`src/rtl/mc_ctrl_pkg.sv`:
```
// Shared definitions for the multicycle MIPS-subset control unit: state and
// cause enums, opcode/funct codes, ALU selector codes, datapath mux encodings
// and the packed control-word payload that drives the datapath nets.
package mc_ctrl_pkg;

    localparam int unsigned OPC_W    = 6;
    localparam int unsigned FN_W     = 6;
    localparam int unsigned ALU_OP_W = 3;
    localparam int unsigned ADDR_W   = 8;

    // Datapath constants selected by this unit (the values live in the datapath)
    localparam logic [ADDR_W-1:0] SP_INIT  = ADDR_W'(227);
    localparam logic [ADDR_W-1:0] VEC_OPC  = ADDR_W'(253);
    localparam logic [ADDR_W-1:0] VEC_OVF  = ADDR_W'(254);
    localparam logic [ADDR_W-1:0] VEC_DIV0 = ADDR_W'(255);

    typedef enum logic [4:0] {
        S_RESET, S_FETCH0, S_FETCH1, S_FETCH2, S_DECODE,
        S_EXEC_R, S_WB_R, S_EXEC_I, S_WB_I,
        S_ADDR, S_MEMRD, S_MEMWAIT, S_MDR, S_WB_LW, S_MEMWR,
        S_BR, S_JUMP, S_JAL, S_JR, S_LUI, S_MFHI, S_MFLO,
        S_MD_START, S_WAIT_MD,
        S_EXC_EPC, S_EXC_RD, S_EXC_WAIT, S_EXC_MDR, S_EXC_PC
    } state_e;

    typedef enum logic [1:0] {
        CAUSE_NONE, CAUSE_OPC, CAUSE_OVF, CAUSE_DIV0
    } cause_e;

    localparam logic [OPC_W-1:0] OP_RTYPE = 6'h00;
    localparam logic [OPC_W-1:0] OP_J     = 6'h02;
    localparam logic [OPC_W-1:0] OP_JAL   = 6'h03;
    localparam logic [OPC_W-1:0] OP_BEQ   = 6'h04;
    localparam logic [OPC_W-1:0] OP_BNE   = 6'h05;
    localparam logic [OPC_W-1:0] OP_ADDI  = 6'h08;
    localparam logic [OPC_W-1:0] OP_LUI   = 6'h0F;
    localparam logic [OPC_W-1:0] OP_LW    = 6'h23;
    localparam logic [OPC_W-1:0] OP_SW    = 6'h2B;

    localparam logic [FN_W-1:0] FN_JR   = 6'h08;
    localparam logic [FN_W-1:0] FN_MFHI = 6'h10;
    localparam logic [FN_W-1:0] FN_MFLO = 6'h12;
    localparam logic [FN_W-1:0] FN_MULT = 6'h18;
    localparam logic [FN_W-1:0] FN_DIV  = 6'h1A;
    localparam logic [FN_W-1:0] FN_ADD  = 6'h20;
    localparam logic [FN_W-1:0] FN_SUB  = 6'h22;
    localparam logic [FN_W-1:0] FN_AND  = 6'h24;

    localparam logic [ALU_OP_W-1:0] ALU_LOAD = 3'b000;
    localparam logic [ALU_OP_W-1:0] ALU_ADD  = 3'b001;
    localparam logic [ALU_OP_W-1:0] ALU_SUB  = 3'b010;
    localparam logic [ALU_OP_W-1:0] ALU_AND  = 3'b011;
    localparam logic [ALU_OP_W-1:0] ALU_INC  = 3'b100;
    localparam logic [ALU_OP_W-1:0] ALU_NOT  = 3'b101;
    localparam logic [ALU_OP_W-1:0] ALU_XOR  = 3'b110;
    localparam logic [ALU_OP_W-1:0] ALU_CMP  = 3'b111;

    localparam logic [1:0] COND_Z  = 2'b00;
    localparam logic [1:0] COND_NZ = 2'b01;

    localparam logic [2:0] PCS_ALU    = 3'b000;
    localparam logic [2:0] PCS_ALUOUT = 3'b001;
    localparam logic [2:0] PCS_JUMP   = 3'b010;
    localparam logic [2:0] PCS_A      = 3'b011;
    localparam logic [2:0] PCS_MDR    = 3'b100;
    localparam logic [2:0] PCS_EPC    = 3'b101;

    localparam logic [2:0] IORD_PC       = 3'b000;
    localparam logic [2:0] IORD_ALUOUT   = 3'b001;
    localparam logic [2:0] IORD_VEC_OPC  = 3'b010;
    localparam logic [2:0] IORD_VEC_OVF  = 3'b011;
    localparam logic [2:0] IORD_VEC_DIV0 = 3'b100;

    localparam logic [1:0] DST_RT = 2'b00;
    localparam logic [1:0] DST_RD = 2'b01;
    localparam logic [1:0] DST_RA = 2'b10;
    localparam logic [1:0] DST_SP = 2'b11;

    localparam logic [2:0] M2R_ALUOUT = 3'b000;
    localparam logic [2:0] M2R_MDR    = 3'b001;
    localparam logic [2:0] M2R_HI     = 3'b010;
    localparam logic [2:0] M2R_LO     = 3'b011;
    localparam logic [2:0] M2R_PC     = 3'b100;
    localparam logic [2:0] M2R_LUI    = 3'b101;
    localparam logic [2:0] M2R_SP     = 3'b110;

    localparam logic       SRCA_PC       = 1'b0;
    localparam logic       SRCA_A        = 1'b1;
    localparam logic [1:0] SRCB_B        = 2'b00;
    localparam logic [1:0] SRCB_4        = 2'b01;
    localparam logic [1:0] SRCB_SEXT     = 2'b10;
    localparam logic [1:0] SRCB_SEXT_SH2 = 2'b11;

    // Full datapath control word
    typedef struct packed {
        logic                pc_write;
        logic                pc_write_cond;
        logic [1:0]          pc_cond_sel;
        logic [2:0]          pc_source_sel;
        logic [2:0]          iord_sel;
        logic                mem_wr;
        logic                ir_write;
        logic                mdr_load;
        logic                reg_write;
        logic [1:0]          reg_dst_sel;
        logic [2:0]          mem_to_reg_sel;
        logic                a_load;
        logic                b_load;
        logic                alu_out_load;
        logic                epc_write;
        logic                hi_load;
        logic                lo_load;
        logic                alu_src_a_sel;
        logic [1:0]          alu_src_b_sel;
        logic [ALU_OP_W-1:0] alu_op;
        logic                mult_start;
        logic                div_start;
        logic                divmult_sel;
    } ctrl_t;

    // Memory address select for the handler vector of a latched cause
    function automatic logic [2:0] cause_vector(input cause_e cause);
        case (cause)
            CAUSE_OVF:  return IORD_VEC_OVF;
            CAUSE_DIV0: return IORD_VEC_DIV0;
            default:    return IORD_VEC_OPC;
        endcase
    endfunction

endpackage

```
`src/rtl/mc_control_fsm.sv`:
```
// Multicycle control unit: Moore FSM sequencing fetch, decode, execute and the
// exception entry path, plus the Mult/Div start/done handshake.
// Ports:
//   clock, reset          - clock, synchronous active-high reset
//   opcode, funct         - IR[31:26], IR[5:0]
//   zero, overflow        - ALU flags of the current cycle
//   mult_done, div_done, div_zero - Mult/Div status
//   all other outputs     - datapath load enables, mux selects, ALU selector
module mc_control_fsm
    import mc_ctrl_pkg::*;
(
    input  logic                clock,
    input  logic                reset,
    input  logic [OPC_W-1:0]    opcode,
    input  logic [FN_W-1:0]     funct,
    input  logic                zero,
    input  logic                overflow,
    input  logic                mult_done,
    input  logic                div_done,
    input  logic                div_zero,
    output logic                pc_write,
    output logic                pc_write_cond,
    output logic [1:0]          pc_cond_sel,
    output logic [2:0]          pc_source_sel,
    output logic [2:0]          iord_sel,
    output logic                mem_wr,
    output logic                ir_write,
    output logic                mdr_load,
    output logic                reg_write,
    output logic [1:0]          reg_dst_sel,
    output logic [2:0]          mem_to_reg_sel,
    output logic                a_load,
    output logic                b_load,
    output logic                alu_out_load,
    output logic                epc_write,
    output logic                hi_load,
    output logic                lo_load,
    output logic                alu_src_a_sel,
    output logic [1:0]          alu_src_b_sel,
    output logic [ALU_OP_W-1:0] alu_op,
    output logic                mult_start,
    output logic                div_start,
    output logic                divmult_sel
);

    state_e state_q, state_d;
    cause_e cause_q, cause_d;
    ctrl_t  ctrl;
    logic   is_div;
    logic   md_done;
    logic   unused_zero;

    // zero qualifies branches inside the datapath via pc_write_cond
    assign unused_zero = zero;
    assign is_div      = (funct == FN_DIV);
    assign md_done     = is_div ? div_done : mult_done;

    // Moore control word for each state
    function automatic ctrl_t decode_outputs(input state_e st, input logic [OPC_W-1:0] opc,
                                             input logic [FN_W-1:0] fn, input cause_e cause);
        ctrl_t c;
        c = '0;
        case (st)
            S_RESET: begin
                c.reg_write      = 1'b1;
                c.reg_dst_sel    = DST_SP;
                c.mem_to_reg_sel = M2R_SP;
            end
            // ALU keeps PC+4 through the read wait so FETCH2 can latch it
            S_FETCH0, S_FETCH1, S_FETCH2: begin
                c.iord_sel      = IORD_PC;
                c.alu_src_a_sel = SRCA_PC;
                c.alu_src_b_sel = SRCB_4;
                c.alu_op        = ALU_ADD;
                if (st == S_FETCH2) begin
                    c.ir_write      = 1'b1;
                    c.pc_write      = 1'b1;
                    c.pc_source_sel = PCS_ALU;
                end
            end
            S_DECODE: begin
                c.a_load        = 1'b1;
                c.b_load        = 1'b1;
                c.alu_out_load  = 1'b1;
                c.alu_src_a_sel = SRCA_PC;
                c.alu_src_b_sel = SRCB_SEXT_SH2;
                c.alu_op        = ALU_ADD;
            end
            S_EXEC_R: begin
                c.alu_src_a_sel = SRCA_A;
                c.alu_src_b_sel = SRCB_B;
                c.alu_out_load  = 1'b1;
                c.alu_op        = (fn == FN_SUB) ? ALU_SUB : ((fn == FN_AND) ? ALU_AND : ALU_ADD);
            end
            S_WB_R: begin
                c.reg_write      = 1'b1;
                c.reg_dst_sel    = DST_RD;
                c.mem_to_reg_sel = M2R_ALUOUT;
            end
            S_EXEC_I, S_ADDR: begin
                c.alu_src_a_sel = SRCA_A;
                c.alu_src_b_sel = SRCB_SEXT;
                c.alu_out_load  = 1'b1;
                c.alu_op        = ALU_ADD;
            end
            S_WB_I: begin
                c.reg_write      = 1'b1;
                c.reg_dst_sel    = DST_RT;
                c.mem_to_reg_sel = M2R_ALUOUT;
            end
            S_MEMRD:  c.iord_sel = IORD_ALUOUT;
            S_MDR:    c.mdr_load = 1'b1;
            S_WB_LW: begin
                c.reg_write      = 1'b1;
                c.reg_dst_sel    = DST_RT;
                c.mem_to_reg_sel = M2R_MDR;
            end
            S_MEMWR: begin
                c.iord_sel = IORD_ALUOUT;
                c.mem_wr   = 1'b1;
            end
            S_BR: begin
                c.alu_src_a_sel = SRCA_A;
                c.alu_src_b_sel = SRCB_B;
                c.alu_op        = ALU_SUB;
                c.pc_write_cond = 1'b1;
                c.pc_cond_sel   = (opc == OP_BNE) ? COND_NZ : COND_Z;
                c.pc_source_sel = PCS_ALUOUT;
            end
            S_JUMP: begin
                c.pc_write      = 1'b1;
                c.pc_source_sel = PCS_JUMP;
            end
            // PC already holds PC+4 here; the bank samples it before the jump lands
            S_JAL: begin
                c.pc_write       = 1'b1;
                c.pc_source_sel  = PCS_JUMP;
                c.reg_write      = 1'b1;
                c.reg_dst_sel    = DST_RA;
                c.mem_to_reg_sel = M2R_PC;
            end
            S_JR: begin
                c.pc_write      = 1'b1;
                c.pc_source_sel = PCS_A;
            end
            S_LUI: begin
                c.reg_write      = 1'b1;
                c.reg_dst_sel    = DST_RT;
                c.mem_to_reg_sel = M2R_LUI;
            end
            S_MFHI, S_MFLO: begin
                c.reg_write      = 1'b1;
                c.reg_dst_sel    = DST_RD;
                c.mem_to_reg_sel = (st == S_MFHI) ? M2R_HI : M2R_LO;
            end
            S_MD_START: begin
                c.mult_start = (fn == FN_MULT);
                c.div_start  = (fn == FN_DIV);
            end
            S_EXC_EPC: begin
                c.alu_src_a_sel = SRCA_PC;
                c.alu_src_b_sel = SRCB_4;
                c.alu_op        = ALU_SUB;
                c.epc_write     = 1'b1;
            end
            S_EXC_RD:  c.iord_sel = cause_vector(cause);
            S_EXC_MDR: c.mdr_load = 1'b1;
            S_EXC_PC: begin
                c.pc_write      = 1'b1;
                c.pc_source_sel = PCS_MDR;
            end
            default: ;
        endcase
        return c;
    endfunction

    // State and exception-cause registers
    always_ff @(posedge clock) begin
        if (reset) begin
            state_q <= S_RESET;
            cause_q <= CAUSE_NONE;
        end else begin
            state_q <= state_d;
            cause_q <= cause_d;
        end
    end

    // Next state, cause capture and control word
    always_comb begin
        state_d = state_q;
        cause_d = cause_q;
        ctrl    = decode_outputs(state_q, opcode, funct, cause_q);
        case (state_q)
            S_RESET:   state_d = S_FETCH0;
            S_FETCH0:  state_d = S_FETCH1;
            S_FETCH1:  state_d = S_FETCH2;
            S_FETCH2:  state_d = S_DECODE;
            S_DECODE: begin
                case (opcode)
                    OP_RTYPE: begin
                        case (funct)
                            FN_ADD, FN_SUB, FN_AND: state_d = S_EXEC_R;
                            FN_JR:                  state_d = S_JR;
                            FN_MFHI:                state_d = S_MFHI;
                            FN_MFLO:                state_d = S_MFLO;
                            FN_MULT, FN_DIV:        state_d = S_MD_START;
                            default: begin
                                state_d = S_EXC_EPC;
                                cause_d = CAUSE_OPC;
                            end
                        endcase
                    end
                    OP_ADDI:        state_d = S_EXEC_I;
                    OP_LW, OP_SW:   state_d = S_ADDR;
                    OP_BEQ, OP_BNE: state_d = S_BR;
                    OP_J:           state_d = S_JUMP;
                    OP_JAL:         state_d = S_JAL;
                    OP_LUI:         state_d = S_LUI;
                    default: begin
                        state_d = S_EXC_EPC;
                        cause_d = CAUSE_OPC;
                    end
                endcase
            end
            // and never traps on overflow
            S_EXEC_R: begin
                if (overflow && (funct != FN_AND)) begin
                    state_d = S_EXC_EPC;
                    cause_d = CAUSE_OVF;
                end else begin
                    state_d = S_WB_R;
                end
            end
            S_EXEC_I: begin
                if (overflow) begin
                    state_d = S_EXC_EPC;
                    cause_d = CAUSE_OVF;
                end else begin
                    state_d = S_WB_I;
                end
            end
            S_ADDR:    state_d = (opcode == OP_LW) ? S_MEMRD : S_MEMWR;
            S_MEMRD:   state_d = S_MEMWAIT;
            S_MEMWAIT: state_d = S_MDR;
            S_MDR:     state_d = S_WB_LW;
            S_MD_START: state_d = S_WAIT_MD;
            // div_zero wins over a same-cycle done and suppresses the HI/LO load
            S_WAIT_MD: begin
                if (div_zero) begin
                    state_d = S_EXC_EPC;
                    cause_d = CAUSE_DIV0;
                end else if (md_done) begin
                    ctrl.hi_load     = 1'b1;
                    ctrl.lo_load     = 1'b1;
                    ctrl.divmult_sel = is_div;
                    state_d          = S_FETCH0;
                end
            end
            S_EXC_EPC:  state_d = S_EXC_RD;
            S_EXC_RD:   state_d = S_EXC_WAIT;
            S_EXC_WAIT: state_d = S_EXC_MDR;
            S_EXC_MDR:  state_d = S_EXC_PC;
            default:    state_d = S_FETCH0;
        endcase
    end

    assign pc_write       = ctrl.pc_write;
    assign pc_write_cond  = ctrl.pc_write_cond;
    assign pc_cond_sel    = ctrl.pc_cond_sel;
    assign pc_source_sel  = ctrl.pc_source_sel;
    assign iord_sel       = ctrl.iord_sel;
    assign mem_wr         = ctrl.mem_wr;
    assign ir_write       = ctrl.ir_write;
    assign mdr_load       = ctrl.mdr_load;
    assign reg_write      = ctrl.reg_write;
    assign reg_dst_sel    = ctrl.reg_dst_sel;
    assign mem_to_reg_sel = ctrl.mem_to_reg_sel;
    assign a_load         = ctrl.a_load;
    assign b_load         = ctrl.b_load;
    assign alu_out_load   = ctrl.alu_out_load;
    assign epc_write      = ctrl.epc_write;
    assign hi_load        = ctrl.hi_load;
    assign lo_load        = ctrl.lo_load;
    assign alu_src_a_sel  = ctrl.alu_src_a_sel;
    assign alu_src_b_sel  = ctrl.alu_src_b_sel;
    assign alu_op         = ctrl.alu_op;
    assign mult_start     = ctrl.mult_start;
    assign div_start      = ctrl.div_start;
    assign divmult_sel    = ctrl.divmult_sel;

endmodule

```
`config.mk`:
```
export PLATFORM = sky130hd
export DESIGN_NAME = mc_control_fsm
export DESIGN_NICKNAME = d
export VERILOG_FILES = /design/src/rtl/mc_ctrl_pkg.sv /design/src/rtl/mc_control_fsm.sv
export SDC_FILE = /design/constraint.sdc
export NUM_CORES = 1
export LEC_CHECK = 0
export ABC_AREA = 1
export CAP_MARGIN = 20
export CELL_PAD_IN_SITES_DETAIL_PLACEMENT = 1
export CELL_PAD_IN_SITES_GLOBAL_PLACEMENT = 2
export CORE_MARGIN = 10
export CORE_UTILIZATION = 21
export CTS_BUF_LIST = sky130_fd_sc_hd__clkbuf_8 sky130_fd_sc_hd__clkbuf_16
export DETAILED_ROUTE_END_ITERATION = 10
export PLACE_DENSITY_LB_ADDON = 0.1
export SLEW_MARGIN = 10
export SYNTH_ARGS = -nofsm -noshare
export SYNTH_HDL_FRONTEND = slang
export SYNTH_SLANG_ARGS = --single-unit
```
`constraint.sdc`:
```
create_clock -name clock -period 2.3 [get_ports clock]
set_input_delay 0.69 -clock clock [delete_from_list [all_inputs] [get_ports clock]]
set_output_delay 0.69 -clock clock [all_outputs]
set_load 0.03 [all_outputs]
```
Yosys cells after proc, flatten, opt, wreduce, memory -nomap -nowiden --
Cells that the tools add are included. W data, S select, Z words.
Storage, ports and cells: register bits 7
Cells by class: equality and inequality tests 53, muxes and demuxes 40, reduce and logical (&&, ||, !) cells 19
Operators by type and width (count):
- $pmux W5 S16 | 1
- $eq A5 B5 Y1 const B | 13
- $pmux W6 S7 | 1
- $eq A5 B4 Y1 const B | 8
- $pmux W6 S6 | 1
- $pmux W5 S7 | 1
- $eq A6 B6 Y1 const B | 5
- $pmux W5 S5 | 1
- $eq A6 B5 Y1 const B | 4
- $mux W2 | 11
- $eq A5 B3 Y1 const B | 4
- $mux W5 | 4
- $eq A6 B4 Y1 const B | 3
- $reduce_or A2 Y1 | 8
- $reduce_or A8 Y1 | 2
- $eq A6 B2 Y1 const B | 2
- $eq A6 B3 Y1 const B | 2
- $mux W1 | 12
- $pmux W3 S2 | 2
- $pmux W3 S4 | 1
- $eq A5 B2 Y1 const B | 2
- $ne A2 B2 Y1 const B | 4
- $pmux W2 S4 | 1
- $reduce_or A4 Y1 | 2
- other kinds (13) | 17

Logic depth before layout (Yosys ltp) --
Gate-level depths: netlist (run 1).
depth after elaboration 5, gate-level depth with buffers 12

Worst setup path before layout (run 1) --
OpenSTA, ideal clock, no wires.
path kind reg2out, from register state_q[2], to output port pc_cond_sel[0], arrival 1896 ps, data required time 1610 ps, path slack -286 ps, cell stages (with the launch flop) 7, buffers on the path 0, path through dfxtp_1 -> nand2_1 -> nor2_1 -> inv_1 -> nor2_1 -> inv_1 -> nor3_1
On the way: word-level cells in the longest chain between the ends 2
Ends and longest elaborated chain:
- from (decl) | line mc_control_fsm.sv:46 | state_e state_q, state_d;
- from (signal assigned) | line mc_control_fsm.sv:183 | state_q <= state_d;
- $eq A5 B4 Y1 | line mc_control_fsm.sv:63 | case (st)
- $mux W3 | line mc_control_fsm.sv:63
- to (decl) | line mc_control_fsm.sv:23 | output logic [1:0] pc_cond_sel,
No other way between the ends.

Worst setup path in the final report (run 1) --
from input port funct[1], to output port hi_load
On the way: word-level cells in the longest chain between the ends 5
Ends and longest elaborated chain:
- from (decl) | line mc_control_fsm.sv:15 | input logic [FN_W-1:0] funct,
- $eq A6 B5 Y1 | line mc_control_fsm.sv:55 | assign is_div = (funct == FN_DIV);
- $mux W1 | line mc_control_fsm.sv:56 | assign md_done = is_div ? div_done : mult_done;
- $mux W2 | line mc_control_fsm.sv:252 | end else if (md_done) begin
- $mux W2 | line mc_control_fsm.sv:249 | if (div_zero) begin
- $mux W2 | line mc_control_fsm.sv:193 | case (state_q)
- to (decl) | line mc_control_fsm.sv:36 | output logic hi_load,
No other way between the ends.

==> results.sh, run 1 <==
export IMPL_globalplace_congestion=0.8788
export IMPL_dp_hpwl_um=5341
export IMPL_ys_seq_elements=7
export IMPL_synth_ff_type="dfxtp_1"
export IMPL_post_route_min_period_ns=2.279
export IMPL_clk_pin_slew_ns=0.04
export IMPL_via_per_inst=4.420
export IMPL_slew_violations=0
export IMPL_path_class="input port to primary output"
export IMPL_seq_area_frac_synth_pct=10.63
export IMPL_wirelength_um=6373
export IMPL_wl_per_cell_um=13.95
export IMPL_worst_hold_slack_ns=0.6197
export IMPL_clkSinkCount=7
export IMPL_yosysTopAreaCell="nand2_1"
export IMPL_grt_pass1_wl_um=10590
export IMPL_grt_max_degree=10
export IMPL_clockRootBuffer="clkbuf_8"
export IMPL_portBuffers=49
export IMPL_area_growth_pct=98.29
export IMPL_synth_top_family_by_area="simple AND/OR/NAND/NOR gates"
export IMPL_grt_use_total_pct=12.57
export IMPL_timing_rr_start="state_q[3]$_SDFFE_PP0P_"
export IMPL_cap_violations=0
export IMPL_pwr_share_seq_pct=10.9
export IMPL_yosysUniqueCellTypes=28
export IMPL_vias=2020
export IMPL_n_antenna_cell=0
export IMPL_drtPass1Iterations=4
export IMPL_stdcell_area_sq_mm=0.002615
export IMPL_first_iter_violations=69
export IMPL_cp_startpoint="funct[1]"
export IMPL_cts_made_buffers=3
export IMPL_cts_buffer_depth=2
export IMPL_antenna_found_initial=0
export IMPL_rrSetupSlack_ns=0.58
export IMPL_combPwrFrac_pct=79.5
export IMPL_fmax_mhz=438.7
export IMPL_final_antenna_net_count=0
export IMPL_status="finished clean"
export IMPL_drc=0
export IMPL_dieArea_sq_mm=0.009850
export IMPL_p_per_area_mw_per_mm2=653.8
export IMPL_synth_edf_count=0
export IMPL_crit_end="hi_load"
export IMPL_overflow=0
export IMPL_synthMuxAreaShare_pct=0
export IMPL_holdPathStages=4
export IMPL_final_hold_viol_count=0
export IMPL_regArea_sq_um=148.9
export IMPL_synth_top_area_share_pct=19.64
export IMPL_fillers=860
export IMPL_hold_path_class="flop to flop"
export IMPL_synth_cells=265
export IMPL_worstPathMaxFanout=3
export IMPL_synth_compound_area_share_pct=7.590
export IMPL_rsz0062_at_grt="yes"
export IMPL_finalSetupViolations=0
export IMPL_swShare_pct=51.20
export IMPL_worstSetupStartpointType="input port"
export IMPL_synthAdderAreaFrac_pct=0
export IMPL_boundaryPins=53
export IMPL_core_rowCount=28
export IMPL_placed_area_sq_mm=0.002328
export IMPL_avgSynthCellArea_sq_um=4.976
export IMPL_cts_tree="built"
export IMPL_multi_input_area_sq_mm=0.001101
export IMPL_finalNetCount=402
export IMPL_p_switching_mw=0.8753
export IMPL_synth_simple_area_share_pct=64.04
export IMPL_vdd_drop_max_mv=0.6149
export IMPL_power_leakage_nw=1.470
export IMPL_netlist_top_cells_area="nand2_1, nand3_1, nor2_1"
export IMPL_pwr_share_clk_pct=9.6
export IMPL_final_period_utilization_pct=99.10
export IMPL_cts_hold_buf=0
export IMPL_yosys_area_share_xor_xnor_pct=0.6641
export IMPL_p_int_mw=0.8344
export IMPL_initial_core_util_pct=21.89
export IMPL_grt_pass1_vias=2215
export IMPL_drive_above_1_share_pct=43.98
export IMPL_die_w_um=99.25
export IMPL_core_sq_mm=0.006026
export IMPL_yosysWarningCount=0
export IMPL_worstPathRequired_ns=1.61
export IMPL_htree_num_levels=1
export IMPL_clock_latency_ns=0.22
export IMPL_die_h_um=99.25
export IMPL_ff2ff_path_depth=13
export IMPL_async_reset_ff_share_pct=0
export IMPL_arrival_ns=1.59
export IMPL_skew_ns=0.001222
export IMPL_r2r_end="cause_q[1]$_SDFFE_PP0P_"
export IMPL_endpoint_kind="primary output"
export IMPL_syn_cell_area_sq_mm=0.001319
==> registers in the layout (all words and copies together) (netlist names) <==
register  count
cause_q       2
state_q       5
==> cells by family (layout without fill, tap and decap cells) <==
family | after synthesis | after routing
AO/OA/AOI/OAI | 17 | 17
XOR/XNOR | 1 | 1
buffers and inverters | 54 | 170
flip-flops | 7 | 7
other | 1 | 2
AND/OR/NAND/NOR | 185 | 185
==> layer usage <==
metal,wire (um),vias to the layer above,part of all wire [%],track usage (%)
met2,2933,45,46,21.44
met4,20,0,0.31,1.654
met3,253,4,4.0,1.522
met5,0,-,0,0
met1,3167,901,50,16.79
li1,-,1070,-,-
==> cells in the mapped netlist (3+ instances only) <==
library cell and n:
nand4_1 8, nand2_2 3, nor2_1 47, nor2_2 6, inv_2 8, inv_1 41
o21ai_0 3, nor3_1 6, nand3_1 37, nand2_1 69, dfxtp_1 7, buf_4 5
a21oi_1 5
==> worst max-delay path: stages <==
cell	delay, ns
buf_8	0.08
inv_4	0.03
nor2_4	0.11
buf_6	0.11
nand4_1	0.20
a21oi_4	0.21
buf_6	0.15
==> metrics by stage <==
step | total power [mW] | util (%) | setup TNS, ns | instances | setup slack, ns
3_5_place_dp | 1.498 | 38.64 | -4.636 | 445 | -0.6359
5_1_grt | 1.848 | 43.40 | -0.1748 | 457 | -0.06340
6_report | 1.710 | 43.40 | 0 | 457 | 0.02073
4_1_cts | 1.685 | 41.61 | 0 | 456 | 0.003870
2_1_floorplan | 0.8759 | - | -0.09000 | 266 | -0.04862
3_3_place_gp | 1.484 | 38.64 | -4.499 | 445 | -0.6309
==> layout make-up <==
cell class                 count  area share (%)
inverter                      49           7.512
sequential                     7           5.694
clock buffer                   3           1.579
timing repair buffer         117           39.38
tap                           75           3.589
multi-input combinational    205           42.11
clock inverter                 1          0.1435
==> cells in the final DEF, fill, tap and decap left out, types with 2 or more instances in the layout <==
cell type,count
inv_2,12
conb_1,2
nor3_1,5
nor2_4,10
inv_1,33
nand4_1,8
a31oi_1,2
buf_8,2
clkdlybuf4s50_1,3
dfxtp_1,2
nor2_2,8
dfxtp_2,4
and2_1,2
o21ai_1,2
o21ai_0,3
clkbuf_8,3
a21oi_1,4
dlygate4sd2_1,5
buf_6,14
buf_12,5
clkdlybuf4s15_1,2
nand3_2,4
nand3_1,33
buf_4,84
nand2_1,64
inv_4,5
nand2_2,8
nor2_1,37
==> worst min-delay path by stage <==
stage                         endpoint  slack [ns]                     from
3_5_place_dp   cause_q[0]$_SDFFE_PP0P_        0.60  cause_q[0]$_SDFFE_PP0P_
5_1_grt        cause_q[0]$_SDFFE_PP0P_        0.68  cause_q[0]$_SDFFE_PP0P_
3_3_place_gp   cause_q[0]$_SDFFE_PP0P_        0.57  cause_q[0]$_SDFFE_PP0P_
4_1_cts        cause_q[0]$_SDFFE_PP0P_        0.63  cause_q[0]$_SDFFE_PP0P_
2_1_floorplan  cause_q[0]$_SDFFE_PP0P_        0.54  cause_q[0]$_SDFFE_PP0P_
6_report       cause_q[0]$_SDFFE_PP0P_        0.62  cause_q[0]$_SDFFE_PP0P_
==> power by group through the flow <==
stage          clock network [mW]  registers (mW)  logic [mW]
2_1_floorplan                   0           0.178       0.698
3_3_place_gp                    0           0.182        1.30
3_5_place_dp                    0           0.183        1.32
4_1_cts                     0.168           0.184        1.33
5_1_grt                     0.176           0.192        1.48
6_report                    0.165           0.186        1.36
==> what timing repair did <==
action,CTS,global route
cloned,0,0
pin swaps,11,7
setup buffers,7,1
endpoints found under the setup margin,17,16
endpoints found under the hold margin,0,0
resized for setup,73,34
Note: power is estimated with default switching activity, not from simulation.
==> run 2: changes to the inputs <==
CORE_UTILIZATION = 25   (was 21)
DONT_BUFFER_PORTS = 1   (was not set)
PLACE_DENSITY = 0.81   (was not set)
PLACE_DENSITY_LB_ADDON = not set   (was 0.1)
==> results.sh, run 2 (synthesis results as in run 1) <==
export IMPL_min_delay_start="reset"
export IMPL_die_h_um=92.63
export IMPL_placed_area_sq_mm=0.001654
export IMPL_slowest_delay_ns=0.36
export IMPL_final_period_utilization_pct=96.32
export IMPL_cts_buffer_depth=2
export IMPL_worst_hold_slack_ns=0.5296
export IMPL_core_rowCount=26
export IMPL_portBuffers=0
export IMPL_grt_use_met2_pct=21.65
export IMPL_worstPathMaxFanout=4
export IMPL_drtPass1Iterations=4
export IMPL_skew_ns=0.001145
export IMPL_boundaryPins=53
export IMPL_cts_hold_buf=0
export IMPL_first_iter_violations=40
export IMPL_overflow=0
export IMPL_clock_latency_ns=0.23
export IMPL_slew_violations=0
export IMPL_largest_reg_flops=5
export IMPL_met3_usage_pct=1.937
export IMPL_final_core_utilization_pct=34.79
export IMPL_endpoint_kind="primary output"
export IMPL_cap_violations=0
export IMPL_path_common_cell="nand2_1"
export IMPL_grt_max_degree=10
export IMPL_regMostFlops="state_q"
export IMPL_finalNetCount=318
export IMPL_grt_pass1_wl_um=8618
export IMPL_holdPathStages=1
export IMPL_rrSetupSlack_ns=0.55
export IMPL_vias=1718
export IMPL_drc=0
export IMPL_dp_hpwl_um=4478
export IMPL_die_w_um=92.63
export IMPL_globalplace_congestion=0.8994
export IMPL_clkSinkCount=7
export IMPL_rsz0062_at_grt="yes"
export IMPL_final_antenna_net_count=0
export IMPL_worstPathRequired_ns=1.61
export IMPL_top_usage_layer="met2"
export IMPL_path_class="flop to primary output"
export IMPL_n_antenna_cell=0
export IMPL_worstSetupStartpointType="flop"
export IMPL_wirelength_um=5051
export IMPL_timing_rr_start="state_q[0]$_SDFFE_PP0P_"
export IMPL_initial_core_util_pct=25.82
export IMPL_hold_path_class="input port to flop"
export IMPL_top_regs="state_q x5, cause_q x2"
export IMPL_cpLargestDelayFamily="simple AND/OR/NAND/NOR gates"
export IMPL_layout_common_cells="nand2_1, inv_1, nor2_1, nand3_1, buf_4"
export IMPL_slowest_stage="dfxtp_4"
export IMPL_finalSetupTns_ns=0
export IMPL_stdcell_area_sq_mm=0.001777
export IMPL_drive_above_1_share_pct=26.51
export IMPL_htree_num_levels=1
export IMPL_final_common_cell="nand2_1"
export IMPL_r2r_end="cause_q[1]$_SDFFE_PP0P_"
export IMPL_dieArea_sq_mm=0.008580
export IMPL_p_per_area_mw_per_mm2=778.4
export IMPL_final_hold_viol_count=0
export IMPL_antenna_found_initial=0
export IMPL_finalSetupViolations=0
export IMPL_power_leakage_nw=1.030
export IMPL_grt_use_total_pct=11.71
export IMPL_path_cells="nand2_1, nor2_1, nand2_1, inv_1, or3_1, buf_4"
export IMPL_area_growth_pct=34.72
export IMPL_grt_use_met1_pct=13.80
export IMPL_vdd_drop_max_mv=0.4506
export IMPL_ff2ff_path_depth=9
export IMPL_arrival_ns=1.53
export IMPL_clockRootBuffer="clkbuf_8"
export IMPL_min_to="state_q[0]$_SDFFE_PP0P_"
export IMPL_grt_pass1_vias=1883
export IMPL_fmax_mhz=451.4
export IMPL_p_total_mw=1.383
export IMPL_cts_made_buffers=3
export IMPL_wl_per_cell_um=13.73
export IMPL_core_sq_mm=0.005107
export IMPL_cts_tree="built"
export IMPL_post_route_min_period_ns=2.215
export IMPL_clk_pin_slew_ns=0.04
export IMPL_crit_buf_inv=2
export IMPL_via_per_inst=4.668
export IMPL_status="finished clean"
[run 2: cell count changes in the layout (fill, tap and decap cells not counted), moves of 3 or more]
cell	delta
nand3_1	+3
nor2_2	+4
clkdlybuf4s50_1	-3
inv_4	-4
nand3_2	-3
buf_6	-14
buf_4	-53
nor2_4	-6
dlygate4sd2_1	-5
inv_1	+8
buf_12	-3
inv_2	-4
[run 2: final cells by class]
cell class	count	area, sq um
Fill cell	722	3331
Multi-Input combinational cell	205	1037
Timing Repair Buffer	33	272.8
Inverter	49	186.4
Sequential cell	7	147.6
Tap cell	70	87.58
Clock buffer	3	41.29
Clock inverter	1	3.754
[run 2: how the worst max path moves through the flow]
| stage | to | slack (ns) | cells after the start | from |
|---|---|---|---|---|
| after floorplan | pc_write | -0.05 | 4 | state_q[4]$_SDFFE_PP0P_ |
| after CTS | reg_write | -0.01 | 6 | state_q[2]$_SDFFE_PP0P_ |
| final | pc_write | 0.08 | 6 | state_q[0]$_SDFFE_PP0P_ |
| after global placement | hi_load | 0.08 | 5 | funct[1] |
| after detailed placement | hi_load | 0.05 | 5 | funct[1] |
| after global routing | reg_write | -0.02 | 6 | state_q[2]$_SDFFE_PP0P_ |
[run 2: worst reg2reg max path: stages (launching register included)]
cell and delay (ns):
dfxtp_4 0.36, inv_2 0.12, nand2_4 0.09, nor2_4 0.14
nand2_2 0.13, inv_2 0.33, nand3_1 0.17, nand3_1 0.13
and2_1 0.13, nor2_1 0.04
[run 2: layer usage]
metal,share of wire (%),up-vias
li1,-,894
met1,45,784
met2,49,36
met3,5.5,4
met4,0.81,0
met5,0,-
[run 2: metrics by stage]
stage	instances	worst slack, ns
2_1_floorplan	266	-0.04862
3_3_place_gp	362	0.07519
3_5_place_dp	362	0.04639
4_1_cts	368	-0.01426
5_1_grt	368	-0.01966
6_report	368	0.08466
[run 2: where the power goes]
group / switching, mW / total [mW] / internal (mW)
clock: 0.0529 / 0.168 / 0.115
combinational: 0.701 / 1.01 / 0.311
sequential: 0.0436 / 0.203 / 0.160
total: 0.797 / 1.38 / 0.586
[run 2: what timing repair did]
action                                  in CTS  in global routing
gates resized for setup                      6                 16
buffers inserted                             2                  0
pin swaps                                    1                  0
endpoints found under the setup margin       8                 21
